==> src/rtl/pru_draw_scheduler_pkg.sv <==
// Shared types and draw-command word layout for the PRU draw scheduler.
package pru_pkg;

    // Scheduler FSM states (two-bit legacy encoding).
    typedef enum logic [1:0] {
        S_IDLE      = 2'd0,
        S_SEND0     = 2'd1,
        S_SEND1     = 2'd2,
        S_WAIT_DONE = 2'd3
    } sched_state_t;

    // Word0 field positions.
    localparam int W0_ROW_HI   = 8;
    localparam int W0_ROW_LO   = 0;
    localparam int W0_COL_HI   = 18;
    localparam int W0_COL_LO   = 9;
    localparam int W0_COLOR_HI = 20;
    localparam int W0_COLOR_LO = 19;
    localparam int W0_SHAPE_HI = 22;
    localparam int W0_SHAPE_LO = 21;

    // Word1 field positions.
    localparam int W1_HR_HI    = 8;
    localparam int W1_HR_LO    = 0;
    localparam int W1_WIDTH_HI = 18;
    localparam int W1_WIDTH_LO = 9;
    localparam int W1_SUB      = 21;
    localparam int W1_CLOAD    = 22;

    // Shape codes carried in word0.
    localparam logic [1:0] SHAPE_RECT = 2'b00;
    localparam logic [1:0] SHAPE_CIRC = 2'b01;

    // Extract the shape code from a word0 value.
    function automatic logic [1:0] w0_shape(input logic [31:0] w0);
        return w0[W0_SHAPE_HI:W0_SHAPE_LO];
    endfunction

endpackage

==> src/rtl/pru_draw_scheduler_if.sv <==
// Requester / preprocessor signal bundle around the draw scheduler.
interface pru_draw_scheduler_if #(
    parameter int NREQ = 2
);
    logic [NREQ-1:0]      req;
    logic [32*NREQ-1:0]   cmd_w0;
    logic [32*NREQ-1:0]   cmd_w1;
    logic [NREQ-1:0]      grant;
    logic                 busy;
    logic                 pp_write;
    logic [31:0]          pp_data;
    logic                 pp_ack;
    logic                 pru_done;
    logic                 timeout_err;

    // Scheduler-side view.
    modport master (
        input  req, cmd_w0, cmd_w1, pp_ack, pru_done,
        output grant, busy, pp_write, pp_data, timeout_err
    );

    // Environment-side view (requesters, preprocessor, PRU).
    modport slave (
        output req, cmd_w0, cmd_w1, pp_ack, pru_done,
        input  grant, busy, pp_write, pp_data, timeout_err
    );
endinterface

==> src/rtl/pru_draw_scheduler_rr_arbiter.sv <==
// Combinational round-robin pick: first set request above last_grant, wrapping.
module pru_rr_arbiter #(
    parameter int NREQ = 2,
    parameter int LGW  = 1
) (
    input  logic [NREQ-1:0] i_req,
    input  logic [LGW-1:0]  i_last_grant,
    output logic [NREQ-1:0] o_grant,
    output logic [LGW-1:0]  o_idx,
    output logic            o_valid
);

    logic [LGW-1:0] w_pos;

    // Scan NREQ positions starting just after the previous winner.
    always_comb begin
        o_grant = '0;
        o_idx   = '0;
        o_valid = 1'b0;
        w_pos   = '0;
        for (int k = 1; k <= NREQ; k++) begin
            w_pos = LGW'((int'(i_last_grant) + k) % NREQ);
            if (!o_valid && i_req[w_pos]) begin
                o_grant[w_pos] = 1'b1;
                o_idx          = w_pos;
                o_valid        = 1'b1;
            end else begin
                o_valid = o_valid;
            end
        end
    end

endmodule

==> src/rtl/pru_draw_scheduler.sv <==
// Shares the PRU preprocessor write port between NREQ draw-command requesters.
module pru_draw_scheduler #(
    parameter int NREQ    = 2,
    parameter int TIMEOUT = 4096
) (
    input  logic                  clk,
    input  logic                  rst,
    pru_draw_scheduler_if.master  bus
);
    import pru_pkg::*;

    localparam int LGW = (NREQ > 1) ? $clog2(NREQ) : 1;
    localparam int TW  = (TIMEOUT > 0) ? $clog2(TIMEOUT + 1) : 1;
    localparam logic [TW-1:0]  T_LAST = (TIMEOUT > 0) ? TW'(TIMEOUT - 1) : '0;
    localparam logic [TW-1:0]  T_SAT  = {TW{1'b1}};

    localparam logic [1:0] ST_IDLE      = S_IDLE;
    localparam logic [1:0] ST_SEND0     = S_SEND0;
    localparam logic [1:0] ST_SEND1     = S_SEND1;
    localparam logic [1:0] ST_WAIT_DONE = S_WAIT_DONE;

    logic [1:0]       r_state;
    logic [LGW-1:0]   r_last_grant;
    logic [31:0]      r_word1;
    logic [TW-1:0]    r_timer;
    logic [NREQ-1:0]  r_grant;
    logic             r_busy;
    logic             r_pp_write;
    logic [31:0]      r_pp_data;
    logic             r_timeout_err;

    logic [NREQ-1:0]  w_arb_grant;
    logic [LGW-1:0]   w_arb_idx;
    logic             w_arb_valid;
    logic [31:0]      w_sel_w0;
    logic [31:0]      w_sel_w1;

    pru_rr_arbiter #(
        .NREQ (NREQ),
        .LGW  (LGW)
    ) u_arb (
        .i_req        (bus.req),
        .i_last_grant (r_last_grant),
        .o_grant      (w_arb_grant),
        .o_idx        (w_arb_idx),
        .o_valid      (w_arb_valid)
    );

    // One-hot mux of the winning requester's command words.
    always_comb begin
        w_sel_w0 = 32'h0000_0000;
        w_sel_w1 = 32'h0000_0000;
        for (int i = 0; i < NREQ; i++) begin
            w_sel_w0 = w_sel_w0 | (bus.cmd_w0[32*i +: 32] & {32{w_arb_grant[i]}});
            w_sel_w1 = w_sel_w1 | (bus.cmd_w1[32*i +: 32] & {32{w_arb_grant[i]}});
        end
    end

    // Scheduler FSM; every output is a register updated with the state.
    always_ff @(posedge clk) begin
        if (rst) begin
            r_state       <= ST_IDLE;
            r_last_grant  <= LGW'(NREQ - 1);
            r_word1       <= 32'h0000_0000;
            r_timer       <= '0;
            r_grant       <= '0;
            r_busy        <= 1'b0;
            r_pp_write    <= 1'b0;
            r_pp_data     <= 32'h0000_0000;
            r_timeout_err <= 1'b0;
        end else begin
            r_grant       <= '0;
            r_timeout_err <= 1'b0;
            case (r_state)
                ST_IDLE: begin
                    if (w_arb_valid) begin
                        r_state      <= ST_SEND0;
                        r_grant      <= w_arb_grant;
                        r_last_grant <= w_arb_idx;
                        r_word1      <= w_sel_w1;
                        r_pp_data    <= w_sel_w0;
                        r_pp_write   <= 1'b1;
                        r_busy       <= 1'b1;
                    end else begin
                        r_state <= ST_IDLE;
                    end
                end
                ST_SEND0: begin
                    if (bus.pp_ack) begin
                        r_state   <= ST_SEND1;
                        r_pp_data <= r_word1;
                    end else begin
                        r_state <= ST_SEND0;
                    end
                end
                ST_SEND1: begin
                    if (bus.pp_ack) begin
                        r_state    <= ST_WAIT_DONE;
                        r_pp_write <= 1'b0;
                        r_timer    <= '0;
                    end else begin
                        r_state <= ST_SEND1;
                    end
                end
                ST_WAIT_DONE: begin
                    // A done arriving on the expiry cycle takes precedence.
                    if (bus.pru_done) begin
                        r_state <= ST_IDLE;
                        r_busy  <= 1'b0;
                    end else if ((TIMEOUT != 0) && (r_timer == T_LAST)) begin
                        r_state       <= ST_IDLE;
                        r_busy        <= 1'b0;
                        r_timeout_err <= 1'b1;
                    end else if (r_timer != T_SAT) begin
                        r_timer <= r_timer + 1'b1;
                    end else begin
                        r_timer <= r_timer;
                    end
                end
                default: begin
                    r_state    <= ST_IDLE;
                    r_pp_write <= 1'b0;
                    r_busy     <= 1'b0;
                end
            endcase
        end
    end

    assign bus.grant       = r_grant;
    assign bus.busy        = r_busy;
    assign bus.pp_write    = r_pp_write;
    assign bus.pp_data     = r_pp_data;
    assign bus.timeout_err = r_timeout_err;

endmodule

==> src/flat_wrapper.sv <==
// flat-port wrapper written by rule: the top's interface ports become plain ports
module pru_draw_scheduler_flat import pru_pkg::*;
#(
    parameter int NREQ    = 2,
    parameter int TIMEOUT = 4096
)
  (clk, rst, bus_req, bus_cmd_w0, bus_cmd_w1, bus_pp_ack, bus_pru_done, bus_grant, bus_busy, bus_pp_write, bus_pp_data, bus_timeout_err);
  pru_draw_scheduler_if #(.NREQ(NREQ)) bus_i ();
  input  logic clk;
  input  logic rst;
  input wire logic [$bits(bus_i.req)-1:0] bus_req;
  input wire logic [$bits(bus_i.cmd_w0)-1:0] bus_cmd_w0;
  input wire logic [$bits(bus_i.cmd_w1)-1:0] bus_cmd_w1;
  input wire logic [$bits(bus_i.pp_ack)-1:0] bus_pp_ack;
  input wire logic [$bits(bus_i.pru_done)-1:0] bus_pru_done;
  output wire logic [$bits(bus_i.grant)-1:0] bus_grant;
  output wire logic [$bits(bus_i.busy)-1:0] bus_busy;
  output wire logic [$bits(bus_i.pp_write)-1:0] bus_pp_write;
  output wire logic [$bits(bus_i.pp_data)-1:0] bus_pp_data;
  output wire logic [$bits(bus_i.timeout_err)-1:0] bus_timeout_err;
  assign bus_i.req = bus_req;
  assign bus_i.cmd_w0 = bus_cmd_w0;
  assign bus_i.cmd_w1 = bus_cmd_w1;
  assign bus_i.pp_ack = bus_pp_ack;
  assign bus_i.pru_done = bus_pru_done;
  assign bus_grant = bus_i.grant;
  assign bus_busy = bus_i.busy;
  assign bus_pp_write = bus_i.pp_write;
  assign bus_pp_data = bus_i.pp_data;
  assign bus_timeout_err = bus_i.timeout_err;
  pru_draw_scheduler #(.NREQ(NREQ), .TIMEOUT(TIMEOUT)) u_core (.clk(clk), .rst(rst), .bus(bus_i));
endmodule
==> config.mk <==
export PLATFORM = sky130hd
export DESIGN_NAME = pru_draw_scheduler_flat
export DESIGN_NICKNAME = d
export VERILOG_FILES = /design/src/rtl/pru_draw_scheduler_pkg.sv /design/src/rtl/pru_draw_scheduler_if.sv /design/src/rtl/pru_draw_scheduler_rr_arbiter.sv /design/src/rtl/pru_draw_scheduler.sv /design/src/flat_wrapper.sv
export SDC_FILE = /design/constraint.sdc
export NUM_CORES = 1
export LEC_CHECK = 0
export BUFFER_PORTS_ARGS = -buffer_cell sky130_fd_sc_hd__buf_2
export CORE_MARGIN = 5
export CORE_UTILIZATION = 40
export CTS_CLUSTER_DIAMETER = 200
export DETAILED_ROUTE_END_ITERATION = 10
export MAX_ROUTING_LAYER = met4
export PLACE_DENSITY = 0.69
export SLEW_MARGIN = 20
export SYNTH_ARGS = -nofsm -noshare
export SYNTH_HDL_FRONTEND = slang
export SYNTH_SLANG_ARGS = --single-unit
==> constraint.sdc <==
create_clock -name clk -period 2.4 [get_ports clk]
set_input_delay 0.72 -clock clk [delete_from_list [all_inputs] [get_ports clk]]
set_output_delay 0.72 -clock clk [all_outputs]
set_load 0.005 [all_outputs]
# Word-level counts from Yosys, hierarchy flattened
# Index checks and enable logic that the tools add are counted.
[classes] mux=35 n_bitwise=10 addsub=3 n_lt_le_gt_ge=4 n_reduce_logical=16 eq_ne=12
[op_table] operator="AND 32 bit" n=4
[op_table] operator="two-way mux 32 bit" n=2
[op_table] operator="bitwise OR 32 bit" n=2
[op_table] operator="case mux 32 bit (2 select lines)" n=1
[op_table] operator="two-way mux 13 bit" n=4
[op_table] operator="case mux 13 bit (2 select lines)" n=1
[op_table] operator="two-way mux 1 bit" n=17
[op_table] operator="adder 13 x 1 -> 13 bit (second input constant)" n=1
[op_table] operator="equality test 13 x 12 -> 1 bit (second input constant)" n=1
[op_table] operator="!= test 13 bit (second input constant)" n=1
[op_table] operator="two-way mux 2 bit" n=5
[op_table] operator="!= test 2 bit (second input constant)" n=5
[op_table] operator="AND reduction 3 bit" n=3
[op_table] operator="case mux 2 bit (4 select lines)" n=1
[op_table] operator="nonzero test 2 bit" n=4
[op_table] operator="OR reduction 3 bit" n=2
[op_table] operator="AND reduction 5 bit" n=1
[op_table] operator="equality test 2 bit (second input constant)" n=2
[op_table] operator="< comparator 1 x 2 -> 1 bit (second input constant)" n=2
[op_table] operator="case mux 1 bit (2 select lines)" n=2
[op_table] operator="logical AND 1 bit" n=3
[op_table] operator="!= test 3 x 2 -> 1 bit (second input constant)" n=1
[op_table] operator="inverter 1 bit" n=3
[op_table] operator="adder 1 bit (second input constant)" n=2
[op_table] operator="other kinds (8)" n=10
[totals] in_bits=134 regBits=85

# Logic depth before layout (Yosys ltp)
[depth] word_depth=12 mapped_depth=7 ltp_nobuf=5

# By module
# A second synthesis with hierarchy kept.
[unflattened] cells_unflattened=469 hier_area_um2=3933.8
[by_module_without_submodules] module="pru_draw_scheduler" n_inst=1 area_each_um2=3901.2 cells_per_inst=464
[by_module_without_submodules] module="pru_rr_arbiter" n_inst=1 area_each_um2=32.5 cells_per_inst=5

# Least setup slack after synthesis
# OpenSTA, ideal clock, no wires.
[synth_path] path_kind="input-to-reg" startpoint="in bus_req[0]" endpoint="reg u_core.r_pp_data[10] (netlist: u_core.bus.pp_data[10])" path_slack_ps=580 t_arrival_ps=1762 required_ps=2341 n_path_buf=3 stages=6 cell_sequence="buf_2 -> o21a_1 -> buf_2 -> nor3b_4 -> buf_6 -> a22o_1"
[synth_between] elab_chain_len=10
[synth_lines] element="start, declared" line_no="flat_wrapper.sv:11" rtl="input wire logic [$bits(bus_i.req)-1:0] bus_req;"
[synth_lines] element="two-way mux 1 bit (implied by the code) (2 in series)" line_no="pru_draw_scheduler_rr_arbiter.sv:23" rtl="if (!o_valid && i_req[w_pos]) begin"
[synth_lines] element="two-way mux 1 bit" line_no="pru_draw_scheduler_rr_arbiter.sv:23"
[synth_lines] element="zero test 1 bit" line_no="pru_draw_scheduler_rr_arbiter.sv:23"
[synth_lines] element="logical AND 1 bit" line_no="pru_draw_scheduler_rr_arbiter.sv:23"
[synth_lines] element="two-way mux 2 bit" line_no="pru_draw_scheduler_rr_arbiter.sv:23"
[synth_lines] element="AND 32 bit" line_no="pru_draw_scheduler.sv:54" rtl="w_sel_w0 = w_sel_w0 | (bus.cmd_w0[32*i +: 32] & {32{w_arb_grant[i]}});"
[synth_lines] element="bitwise OR 32 bit" line_no="pru_draw_scheduler.sv:54"
[synth_lines] element="two-way mux 32 bit" line_no="pru_draw_scheduler.sv:76" rtl="if (w_arb_valid) begin"
[synth_lines] element="case mux 32 bit (2 select lines)" line_no="pru_draw_scheduler.sv:74" rtl="case (r_state)"
[synth_lines] element="end signal, assigned" line_no="pru_draw_scheduler.sv:81" rtl="r_pp_data <= w_sel_w0;"
[synth_lines] element="end signal, assigned" line_no="pru_draw_scheduler.sv:91" rtl="r_pp_data <= r_word1;"
[synth_lines] element="end, declared" line_no="pru_draw_scheduler.sv:29" rtl="logic [31:0] r_pp_data;"
# Several ways; a longest one is shown, not always the timed one. The select of a mux whose other input is x is not followed.
# A chain may end at the register's enable or synchronous reset.

# Final worst setup path
[layout_path] startpoint="reg u_core.r_timer[0]" endpoint="reg u_core.r_timer[8]"
[layout_between] elab_chain_len=5
[layout_lines] element="start, declared" line_no="pru_draw_scheduler.sv:25" rtl="logic [TW-1:0] r_timer;"
[layout_lines] element="start signal, assigned" line_no="pru_draw_scheduler.sv:115" rtl="r_timer <= r_timer + 1'b1;"
[layout_lines] element="start signal, assigned" line_no="pru_draw_scheduler.sv:117" rtl="r_timer <= r_timer;"
[layout_lines] element="adder 13 x 1 -> 13 bit" line_no="pru_draw_scheduler.sv:115"
[layout_lines] element="two-way mux 13 bit" line_no="pru_draw_scheduler.sv:114" rtl="end else if (r_timer != T_SAT) begin"
[layout_lines] element="two-way mux 13 bit" line_no="pru_draw_scheduler.sv:110" rtl="end else if ((TIMEOUT != 0) && (r_timer == T_LAST)) begin"
[layout_lines] element="two-way mux 13 bit" line_no="pru_draw_scheduler.sv:107" rtl="if (bus.pru_done) begin"
[layout_lines] element="case mux 13 bit (2 select lines)" line_no="pru_draw_scheduler.sv:74"
# Several ways; a longest one is shown, not always the timed one. The select of a mux whose other input is x is not followed.

==> impl_metrics.ini <==
[setup_path]
cp_data_arrival_time_ns = 2.17
startpoint = u_core.r_timer[0]
path_cells = ha_1, and3_1, o2111ai_1, or4_1, a21oi_1
crit_type = reg -> reg
r2r_cells = 5
regToRegSetupSlack_ns = 0.51
worstReg2RegEnd = u_core.r_timer[8]
cp_max_fo = 8
worstPathRequired_ns = 2.67
cp_num_buf_inv = 0
cp-end-kind = flop
crit_slowest_cell = or4_1
cpPeakStageDelay_ns = 0.56
crit_family = simple AND/OR/NAND/NOR gates
cp-start-kind = flop
r2r_start = u_core.r_timer[0]

[cells_and_area]
num_antenna_cells = 0
register_area_um2 = 1702
area_growth_pct = 29.39
fill_cells = 923
drive_above_1_share = 0.3516
fin_nets = 733
multiInputGateArea_um2 = 2046
postLayoutCoreUtil = 0.5271

[routing]
finalWirelength_mm = 12.35
drt-met1-wl_mm = 5.181
firstDrtPassIters = 6
dr_wl_met3_um = 995
vias_per_cell = 5.668
wl_per_cell_um = 16.78
top_layer_used = met4
dr_wl_met2_mm = 5.866
vias = 4172
route.detailed.drc = 0
drtIter0Drc = 266
ant_nets = 0

[global_routing]
grt_antenna_before_repair = 0
grt_pass1_vias = 3996
grt_pass1_wl_mm = 18.91
grt_start_max_net_pins = 66
overflow = 0
grt_use_total = 0.2062

[sta]
grt_setup_unrepaired = false
period_minus_slack_ns = 1.894
hold_slack_ns = 0.4775
slew-limit-headroom = 0.4359
setup_viol = 0
timing.final.crit_share = 0.7892
fmax_mhz = 527.9
fin_skew_ns = 0.007455
setup_tns_ns = 0
hold_violations = 0
worstMarginPinSlew_ns = 0.8425
final-max-slew-violation-count = 0

[pwr]
irDropWorstVdd_mv = 0.3275
pwr_density_cell_nw_per_um2 = 704.3
p_leak_nw = 2.173

[yosys]
ys_seq_area_frac = 0.4293
synth_top_area_frac = 0.4293
synth_top_area_cell = dfxtp_1
post_synth.cell_area_avg_um2 = 8.808
synth_edf_count = 0
synth_nets = 585
synth.distinct_cells = 50
synthArstFlopShare = 0
yosys_warnings = 0
synthFlopType = dfxtp_1
synth.top_cells.by_area = dfxtp_1, a221oi_1, a22o_1, a32oi_1, o21ai_0
ys_seq_elements = 85
synth_area_um2 = 3964
syn-instance-count = 450

[floorplan]
num_io_pins = 171
initial_core_util = 0.4074
die_area_um2 = 12000
rows = 36
fp.dieW_um = 109.5
coreArea_um2 = 9729
die_y_um = 109.5

[clock_tree]
htree_levels = 3
clockRootBuffer = clkbuf_8
clockBufferDepth = 2
clk_latency_ns = 0.35
cts_sinks = 85
clk_transition_reported_paths_ns = 0.08
postCtsSetupBuffers = 0
holdBufCountCts = 0
numCtsBuffers = 9
cts_tree = done
cts_resized = 0

[worst_hold_path]
holdCritStartpoint = u_core.r_timer[12]
hold_end = u_core.r_timer[12]
hold_path_depth = 1
min_path_type = reg -> reg

[placement]
post-dp-hpwl_mm = 9.160
port_buffers = 170
gp_congestion = 0.8100

[flow_run]
drv_cap = 0

[status]
status = finished clean
## power breakdown
| group | total (mW) | switching [mW] | internal, mW |
|---|---|---|---|
| Clock | 1.12 | 0.508 | 0.617 |
| Combinational | 0.831 | 0.464 | 0.367 |
| Sequential | 1.66 | 0.0906 | 1.57 |
| Total | 3.61 | 1.06 | 2.55 |
## how the worst max path moves through the flow
stage,slack (ns),cells past startpoint,end
floorplan,0.58,6,u_core.bus.pp_data[10]
global placement,0.25,6,u_core.bus.pp_data[6]
detailed placement,0.26,6,u_core.bus.pp_data[5]
CTS,0.51,5,u_core.r_timer[8]
global route,0.33,5,u_core.r_timer[8]
finish,0.51,5,u_core.r_timer[8]
## stage by stage
stage | total power [mW] | instance area [µm²] | setup slack [ns] | instances
after floorplan | 2.196 | 3964 | 0.5795 | 450
after global placement | 2.501 | 4906 | 0.2523 | 720
after detailed placement | 2.525 | 4906 | 0.2611 | 720
after CTS | 3.646 | 5129 | 0.5128 | 736
after global routing | 3.826 | 5129 | 0.3274 | 736
final | 3.612 | 5129 | 0.5059 | 736
## metal layers
metal | vias to the layer above | global-route usage
li1 | 2038 | -
met1 | 1922 | 0.2439
met2 | 189 | 0.3383
met3 | 23 | 0.04169
met4 | 0 | 0.09350
met5 | - | -
## synth_stat cells (2+ instances only)
master,n
clkbuf_1,19
o211ai_1,2
buf_2,18
buf_1,6
nand2_1,36
nor3b_1,2
a22o_1,32
nor3_1,34
a31oi_1,2
a311oi_1,2
and2_1,2
or4_1,5
dfxtp_1,85
a221oi_1,32
nor2_1,40
o21a_1,2
nand4_2,2
buf_6,4
nand3_1,5
o21ai_0,38
nand2b_1,2
or3_1,3
a32oi_1,32
inv_1,3
a21oi_1,11
o31ai_1,5
and3_1,2
and4_1,2
## layout make-up
type,count,area share
tap,133,0.03245
multi-input combinational,315,0.3989
sequential,85,0.3318
inverter,3,0.002196
timing repair buffer,184,0.1913
clock inverter,5,0.01586
clock buffer,11,0.02757
## registers in the layout, indices dropped and copies added (netlist names), named ones only
name,count
u_core.bus.timeout_err,1
u_core.r_state,1
u_core.r_word1,32
u_core.r_timer,13
u_core.bus.pp_write,1
u_core.bus.pp_data,32
u_core.r_last_grant,1
u_core.bus.grant,2
u_core.bus.busy,1
## cells by family after synthesis
kind of cell,share of synthesized area
flip-flops,0.4293
adder cells (fa/ha/maj),0.003156
AO/OA/AOI/OAI,0.3163
buffers and inverters,0.06061
AND/OR/NAND/NOR,0.1907
## placed cells by master (no fill, tap or decap), types with 3 or more instances in the layout
cell and instances:
dfxtp_1 85, o21ai_0 38, buf_4 12, a221oi_1 32
o31ai_1 5, or4_1 5, a22o_1 32, inv_1 3
clkbuf_8 10, nor2_1 40, a21oi_1 11, nand3_1 5
a32oi_1 32, or3_1 3, buf_2 170, nor3_1 34
nand2_1 36
Note: power is estimated with default switching activity, not from simulation.
